### config.mk
export PLATFORM = sky130hd
export DESIGN_NAME = video_hsmooth121
export DESIGN_NICKNAME = d
export VERILOG_FILES = /design/src/rtl/video_hsmooth121_pkg.sv /design/src/rtl/video_hsmooth121_smooth121_ch.sv /design/src/rtl/video_hsmooth121.sv
export SDC_FILE = /design/constraint.sdc
export NUM_CORES = 1
export LEC_CHECK = 0
export CORE_MARGIN = 2
export CORE_UTILIZATION = 53
export DETAILED_ROUTE_END_ITERATION = 8
export GPL_ROUTABILITY_DRIVEN = 0
export MAX_ROUTING_LAYER = met4
export PLACE_DENSITY = 0.75
export SYNTH_ARGS = -nofsm -noshare
export SYNTH_HDL_FRONTEND = slang
export SYNTH_HIERARCHICAL = 1
export SYNTH_SLANG_ARGS = --single-unit
### constraint.sdc
create_clock -name clk -period 8.09 [get_ports clk]
set_input_delay 1.2135 -clock clk [delete_from_list [all_inputs] [get_ports clk]]
set_output_delay 1.2135 -clock clk [all_outputs]
set_load 0.1 [all_outputs]
### src/rtl/video_hsmooth121_pkg.sv
// Shared definitions for the horizontal [1 2 1]/4 video smoothing pre-filter.
package video_hsmooth121_pkg;

  localparam int IMAGE_W_DEF = 640;

  // Low nibble of a header beat carries the packet type; 0 marks video.
  localparam logic [3:0] PKT_VIDEO = 4'h0;

  typedef enum logic [1:0] {
    IDLE  = 2'd0,
    HOLD  = 2'd1,
    FLUSH = 2'd2,
    PASS  = 2'd3
  } state_t;

endpackage

### src/rtl/video_hsmooth121_smooth121_ch.sv
// One colour channel of the [1 2 1]/4 kernel with round-half-up; purely combinational.
module smooth121_ch (
  input  logic [7:0] a,
  input  logic [7:0] b,
  input  logic [7:0] c,
  output logic [7:0] y
);

  logic [9:0] sum;

  // Worst case 4*255+2 = 1022 still fits 10 bits, so the shifted result never exceeds 255.
  assign sum = {2'b00, a} + {1'b0, b, 1'b0} + {2'b00, c} + 10'd2;
  assign y   = 8'(sum >> 2);

endmodule

### src/rtl/video_hsmooth121.sv
// Horizontal [1 2 1]/4 smoothing of 24-bit RGB Avalon-ST video rows; non-video packets pass untouched.
//
// state | meaning
// IDLE  | row start, no pixel held; next accepted pixel seeds prev/cur
// HOLD  | one pixel held in cur, waiting for its right neighbour
// FLUSH | row end reached; emit last pixel with right replicate, sink stalled
// PASS  | non-video or bypassed packet, beats forwarded as-is
module video_hsmooth121
  import video_hsmooth121_pkg::*;
#(
  parameter int IMAGE_W = IMAGE_W_DEF
) (
  input  logic        clk,
  input  logic        reset_n,
  input  logic [23:0] sink_data,
  input  logic        sink_valid,
  input  logic        sink_sop,
  input  logic        sink_eop,
  output logic        sink_ready,
  output logic [23:0] source_data,
  output logic        source_valid,
  output logic        source_sop,
  output logic        source_eop,
  input  logic        source_ready,
  input  logic        enable,
  output logic        drop_pulse
);

  localparam int XW = (IMAGE_W > 1) ? $clog2(IMAGE_W) : 1;
  localparam logic [XW-1:0] X_LAST = XW'(IMAGE_W - 1);

  state_t        state, state_nxt;
  logic [XW-1:0] x;
  logic [23:0]   prev, cur;
  logic          cur_eop;

  logic          load, accept, row_end;
  logic [23:0]   nbr, filt;
  logic          emit, emit_sop, emit_eop;
  logic [23:0]   emit_data;
  logic          px_first, px_shift, x_clr, x_inc, drop;

  assign load       = !source_valid | source_ready;
  assign sink_ready = (state != FLUSH) & load;
  assign accept     = sink_valid & sink_ready;
  assign row_end    = (x == X_LAST) | sink_eop;

  // In FLUSH the right neighbour is the held pixel itself.
  assign nbr = (state == FLUSH) ? cur : sink_data;

  smooth121_ch u_ch_r (.a(prev[23:16]), .b(cur[23:16]), .c(nbr[23:16]), .y(filt[23:16]));
  smooth121_ch u_ch_g (.a(prev[15:8]),  .b(cur[15:8]),  .c(nbr[15:8]),  .y(filt[15:8]));
  smooth121_ch u_ch_b (.a(prev[7:0]),   .b(cur[7:0]),   .c(nbr[7:0]),   .y(filt[7:0]));

  always_comb begin
    state_nxt = state;
    emit      = 1'b0;
    emit_data = sink_data;
    emit_sop  = 1'b0;
    emit_eop  = sink_eop;
    px_first  = 1'b0;
    px_shift  = 1'b0;
    x_clr     = 1'b0;
    x_inc     = 1'b0;
    drop      = 1'b0;

    if (accept && sink_sop) begin
      // A header always wins: any pixel still held from the old packet is abandoned.
      emit     = 1'b1;
      emit_sop = 1'b1;
      x_clr    = 1'b1;
      drop     = (state == HOLD);
      if (sink_eop || ((sink_data[3:0] == PKT_VIDEO) && enable))
        state_nxt = IDLE;
      else
        state_nxt = PASS;
    end else begin
      case (state)
        IDLE: begin
          if (accept) begin
            px_first = 1'b1;
            x_inc    = 1'b1;
            if (row_end) emit = 1'b1;
            else         state_nxt = HOLD;
          end
        end
        HOLD: begin
          if (accept) begin
            emit      = 1'b1;
            emit_data = filt;
            emit_eop  = 1'b0;
            px_shift  = 1'b1;
            x_inc     = 1'b1;
            if (row_end) state_nxt = FLUSH;
          end
        end
        FLUSH: begin
          if (load) begin
            emit      = 1'b1;
            emit_data = filt;
            emit_eop  = cur_eop;
            state_nxt = IDLE;
          end
        end
        PASS: begin
          if (accept) begin
            emit = 1'b1;
            if (sink_eop) state_nxt = IDLE;
          end
        end
        default: state_nxt = IDLE;
      endcase
    end
  end

  always_ff @(posedge clk) begin
    if (!reset_n) begin
      state        <= IDLE;
      x            <= '0;
      prev         <= '0;
      cur          <= '0;
      cur_eop      <= 1'b0;
      source_valid <= 1'b0;
      source_sop   <= 1'b0;
      source_eop   <= 1'b0;
      source_data  <= '0;
      drop_pulse   <= 1'b0;
    end else begin
      state      <= state_nxt;
      drop_pulse <= drop;

      if (x_clr)      x <= '0;
      else if (x_inc) x <= (x == X_LAST) ? '0 : x + 1'b1;

      if (px_first) begin
        prev    <= sink_data;
        cur     <= sink_data;
        cur_eop <= sink_eop;
      end else if (px_shift) begin
        prev    <= cur;
        cur     <= sink_data;
        cur_eop <= sink_eop;
      end

      if (load) begin
        source_valid <= emit;
        if (emit) begin
          source_data <= emit_data;
          source_sop  <= emit_sop;
          source_eop  <= emit_eop;
        end
      end
    end
  end

endmodule

## Yosys cells after proc, flatten, opt, wreduce, memory -nomap -nowiden

Index checks and enable logic that the tools add are counted.
Widths: inputs -> output; s select.

| operators by class | value |
|---|---|
| add/subtract/negate cells | 10 |
| equality and inequality tests | 12 |
| multiplexer cells | 37 |
| bitwise logic cells | 5 |
| reductions and logical operators | 13 |

Operators by type and width:

| cell | count |
|---|---|
| $mux 24 | 7 |
| $pmux 24 s2 | 1 |
| $add 10x2->10 const B | 3 |
| $add 10x8->10 | 3 |
| $add 8x9->10 | 3 |
| $mux 2 | 9 |
| $ne 3x3->1 const B | 6 |
| $mux 1 | 16 |
| $add 10x1->10 const B | 1 |
| $eq 10x10->1 const B | 1 |
| $mux 10 | 1 |
| $pmux 2 s4 | 1 |
| $reduce_and 7->1 | 1 |
| $reduce_or 2->1 | 3 |
| $eq 2x2->1 const B | 2 |
| $logic_not 4->1 | 1 |
| $reduce_and 2->1 | 2 |
| $ne 3x2->1 const B | 1 |
| $pmux 1 s3 | 1 |
| $and 1x1->1 | 2 |
| $eq 2x1->1 const B | 1 |
| $logic_and 1x1->1 | 2 |
| $logic_not 2->1 | 1 |
| $ne 2x2->1 const B | 1 |
| other kinds (6) | 7 |

| storage, ports and cells | value |
|---|---|
| bits in registers | 89 |
| input bits | 31 |
| output and inout port bits | 29 |
| logic and storage cells | 87 |

## Depth between registers and ports, before layout

| depth | value |
|---|---|
| word-level depth | 9 |
| gate-level depth with buffers | 13 |

## By module

The synthesis kept the hierarchy.

Modules (own cells, without submodules):

| module | instances | cells an instance | area an instance (sq um) | seq. area each (sq um) |
|---|---|---|---|---|
| video_hsmooth121 | 1 | 472 | 4256.6 | 1781.7 |
| smooth121_ch at u_ch_g ... | 2 | 56 | 476.7 | 0.0 |
| smooth121_ch at u_ch_b | 1 | 54 | 480.5 | 0.0 |

## Worst setup path before layout

OpenSTA, ideal clock, no wires.

| path | value |
|---|---|
| kind | input port to output port |
| start point | in source_ready |
| end point | out sink_ready |
| arrival time | 2678 ps |
| slack | 4199 ps |
| cell stages on the path | 3 |
| buffers on the path | 1 |
| cells stage by stage | nor2b_1 buf_6 nor2_1 |

| on the way | value |
|---|---|
| cells in the longest elaborated chain, start to end | 2 |

RTL lines:

| item | line | text |
|---|---|---|
| from (decl) | video_hsmooth121.sv:24 | `input logic source_ready,` |
| $or 1x1->1 | video_hsmooth121.sv:43 | `assign load = !source_valid \| source_ready;` |
| $and 1x1->1 | video_hsmooth121.sv:44 | `assign sink_ready = (state != FLUSH) & load;` |
| to (decl) | video_hsmooth121.sv:19 | `output logic sink_ready,` |

No other way between the ends.

## Worst setup path after layout

Same ends and word-level chain as after synthesis.

==> results <==
- Along the worst path, the maximum fanout reaches 9.
- The total congestion overflow is 0.
- The dominant cell type by area after synthesis is sky130_fd_sc_hd__dfxtp_1.
- Data on the critical path is required at its endpoint by 6.88 ns.
- Entering global routing, the biggest net connects 81 pins.
- Before antenna repair, the detailed router went through 5 iterations.
- The setup TNS is 0 ns.
- The sequential cell area fraction in the yosys report is 31.31%.
- After detailed routing, the average wire length per cell comes to 16.44 microns.
- The worst setup path is captured at an output port.
- The number of buffers created by CTS is 9.
- The flow ran to the end, and the final reports show no timing, DRC or antenna violations.
- Max-cap violations in this run came to 0.
- The placement row count is 37.
- In the final layout, the share of cells above drive strength 1 is 8.811%.
- The number of enable flip-flop cells after synthesis is 0.
- The number of top-level design ports is 60.
- The post-layout net count is 758.
- The slew at the pin with the worst max-slew slack is 1.213 ns.
- The clock latency reported for the late side of the worst-skew pair is 0.35 ns.
- The number of hold buffers added after CTS was 0.
- Setup slack closes at 3.332 ns.
- The area of all placed cells without fillers is 6525 sq um.
- The routed design could run at a clock period as short as 4.758 ns.
- For this design the ratio of total power to cell area is 404.0 nW/um^2.
- In this design, the critical path's most frequently occurring cell is sky130_fd_sc_hd__clkdlybuf4s50_1.
- The placed standard-cell area is 6282 sq um.
- The portion of the clock cycle consumed by the worst path in the final layout is 58.81%.
- The path class of the lowest-slack min-delay path is flip-flop to flip-flop.
- In this run the biggest area consumer among cell types represents 31.31% of the synthesized area.
- Setup repair after global routing left no endpoint under its margin.
- The signal on the critical path passes through clkdlybuf4s50_1 -> nor2b_1 -> nor2_1 -> clkdlybuf4s50_1.
- STA classifies the critical path startpoint as an input port.
- Excluding fillers, the count of instances in the completed layout stands at 817.
- The max-slew violation count is 0.
- Across all layers, the routed design uses 4,903 vias.
- The number of buffers and inverters on the critical path is 2.
- The first global-routing pass estimated 22,830 microns of wire.
- The deepest level of the CTS H-tree is 3.
- The final routed DRC violation total is 0.
- Buffers placed on the I/O ports in this run total 59.
- After legalization and detailed placement, the total HPWL measured 8881 microns.
- On the final layout, the worst clock skew is 0.01033 ns.
- The critical-path cell with the highest stage delay is sky130_fd_sc_hd__clkdlybuf4s50_1.
- The most repeated cell in the gate-level netlist after synthesis is sky130_fd_sc_hd__dfxtp_1.
- Yosys printed 6 warnings.
- Ranked by instance count, the synthesized netlist is headed by sky130_fd_sc_hd__dfxtp_1, sky130_fd_sc_hd__nand2_1, sky130_fd_sc_hd__nor2_1.
- Each instance of the synthesized netlist takes up on average 8.919 sq um.
- The total core area is 10,370 sq um.
- The number of fillers in the final layout is 889.
- The number of diodes added for antenna fixing is 0.
- The CTS sink count is 89.
- Data arrives at the worst endpoint at 3.54 ns.
- The dominant register cell in the synthesized netlist is sky130_fd_sc_hd__dfxtp_1.
- The initial antenna violation count was 0.
- The number of DRC markers after the initial detailed-route iteration is 270.
- For this run, the slowest stage of the critical path takes 1.01 ns.
- The family with the most delay on the worst path is buffers and inverters.
- Ranked by total cell area, the synthesized netlist is headed by sky130_fd_sc_hd__dfxtp_1, sky130_fd_sc_hd__ha_1, sky130_fd_sc_hd__a211oi_1.
- The routed via count divided by cell count is 6.001.
- After synthesis the netlist holds a flip-flop and latch count of 89.
- After clock tree synthesis, the clock-pin slew on the worst setup and hold paths is 0.09 ns.
- The start-to-end type of the worst setup path is input port to output port.
- The number of instances in the placed design is 801.
- The initial utilization of the core area, before any placement, comes to 54.87%.
- The post-placement setup slack is 3.322 ns.
- In the synthesized netlist, the number of instances is 638.
- In this run, post-CTS repair resized a total of 0 instances.
- The worst pin sits at a relative slew slack of 18.92%.
- Measured along the y axis, the die boundary spans 107.6 microns.
- In the synthesized netlist the async set-or-reset flop fraction comes to 0%.
- The CTS tree is built.
- After synthesis, the netlist uses 60 different library cells.
- The peak ir drop on the vdd network is 0.4098 mV.
- The clock passes through at most 2 buffers.
- The die boundary width is 107.6 microns.
- The number of hold violations in the final report was 0.
- The maximum operating frequency is 0.2102 GHz.
- The overall fraction of global-route tracks in use is 24.95%.
- The buffer count from post-CTS setup fixing is 0.
- For this block, the routed nets add up to 13,430 microns of wire.
- The synthesis-to-layout area growth is 14.67%.
- The synthesized net count is 720.
- Clock tree synthesis selected as its root buffer the cell sky130_fd_sc_hd__clkbuf_8.
- In this run the cell area of the synthesized design comes to 5690 sq um.
- Setup violations remaining at the end of the flow were counted as 0.
- The number of global-route vias before repair was 4,829.
- Summed over all cells, the static leakage comes to 0.002458 uW.
- The detail route stage leaves a number of antenna-violating nets equal to 0.
- The floorplan step defined a die boundary enclosing 11,580 sq um.
## logic make-up (layout without fill, tap and decap cells)
logic type               after synthesis  count (layout)  share of synthesized area [%]
AND/OR/NAND/NOR                      207             207                          16.95
AO/OA/AOI/OAI                        165             165                          20.98
flip-flops                            89              89                          31.31
buffers and inverters                 57             100                          4.947
adder cells (fa/ha/maj)               51              51                          13.59
multiplexers                          49              49                          9.147
XOR/XNOR                              20              20                          3.078
## area by class of cell
| cell class | count | area (sq um) | share of cell area [%] |
|---|---|---|---|
| inverter | 20 | 75.07 | 1.151 |
| clock buffer | 10 | 137.6 | 2.109 |
| multi-input combinational | 492 | 3627 | 55.59 |
| timing repair buffer | 64 | 628.1 | 9.626 |
| clock inverter | 6 | 105.1 | 1.611 |
| tap | 136 | 170.2 | 2.608 |
| sequential | 89 | 1782 | 27.31 |
## sequential cells by signal, summed over array words and instances, names as in the netlist, 2 cells and up
| name | flops |
|---|---|
| cur | 24 |
| prev | 24 |
| source_data | 24 |
| state | 2 |
| x | 10 |
## worst register-to-register path, stage by stage (launching register included)
cell and delay [ns]:
sky130_fd_sc_hd__dfxtp_1 0.36, sky130_fd_sc_hd__inv_1 0.09, sky130_fd_sc_hd__ha_1 0.14, sky130_fd_sc_hd__buf_4 0.40, sky130_fd_sc_hd__mux2_2 0.42, sky130_fd_sc_hd__fa_1 0.44, sky130_fd_sc_hd__ha_1 0.38, sky130_fd_sc_hd__a21oi_1 0.22
sky130_fd_sc_hd__o21ai_0 0.15, sky130_fd_sc_hd__a2111o_1 0.41, sky130_fd_sc_hd__o211a_1 0.13, sky130_fd_sc_hd__a22oi_1 0.17, sky130_fd_sc_hd__a211oi_1 0.12
## report_power, final
part | internal, uW | switching (uW)
logic | 556 | 1090
registers | 540 | 76.9
clock network | 212 | 157
total | 1310 | 1330
## stage by stage
stage | hold WS [ns] | util (%) | power [uW]
finish | 0.4675 | 62.92 | 2636
global route | 0.4880 | 62.92 | 2818
CTS | 0.4701 | 62.92 | 2636
detailed placement | 0.4576 | 60.58 | 2252
global placement | 0.4439 | 60.58 | 2221
floorplan | 0.4365 | - | 1937
## worst paths after layout
kind                start             end  slack (ns)  cells after the start
max          source_ready      sink_ready        3.33                      4
min               cur_eop         cur_eop        0.47                      2
max reg2reg      state[0]  source_data[5]        4.49                     12
min reg2reg       cur_eop         cur_eop        0.47                      2
## cells in the final DEF, fill, tap and decap left out, types with 3 or more instances in the layout
cell type	count
sky130_fd_sc_hd__clkbuf_8	10
sky130_fd_sc_hd__clkinv_2	3
sky130_fd_sc_hd__dfxtp_1	89
sky130_fd_sc_hd__nand3_1	15
sky130_fd_sc_hd__nor2_1	59
sky130_fd_sc_hd__mux2_2	24
sky130_fd_sc_hd__o21ai_0	8
sky130_fd_sc_hd__nand2b_1	5
sky130_fd_sc_hd__fa_1	18
sky130_fd_sc_hd__a21o_1	6
sky130_fd_sc_hd__clkdlybuf4s50_1	59
sky130_fd_sc_hd__a211oi_1	52
sky130_fd_sc_hd__and4_1	3
sky130_fd_sc_hd__xnor2_1	12
sky130_fd_sc_hd__o211ai_1	3
sky130_fd_sc_hd__mux2i_1	25
sky130_fd_sc_hd__a21boi_0	3
sky130_fd_sc_hd__nand2_1	67
sky130_fd_sc_hd__a21oi_1	41
sky130_fd_sc_hd__a22oi_1	24
sky130_fd_sc_hd__inv_1	18
sky130_fd_sc_hd__nor3b_1	3
sky130_fd_sc_hd__o211a_1	3
sky130_fd_sc_hd__bufinv_16	3
sky130_fd_sc_hd__nand4_1	6
sky130_fd_sc_hd__buf_4	5
sky130_fd_sc_hd__xor2_1	8
sky130_fd_sc_hd__ha_1	33
sky130_fd_sc_hd__nor3_1	30
sky130_fd_sc_hd__and2_1	5
## routing by layer
layer	vias to the layer above	wire length [microns]	GRT usage [%]
met5	-	0	-
met4	0	123	5.952
met3	10	672	3.995
met2	134	6290	39.80
met1	2365	6348	33.45
li1	2394	-	-
Note: power is estimated with default switching activity, not from simulation.
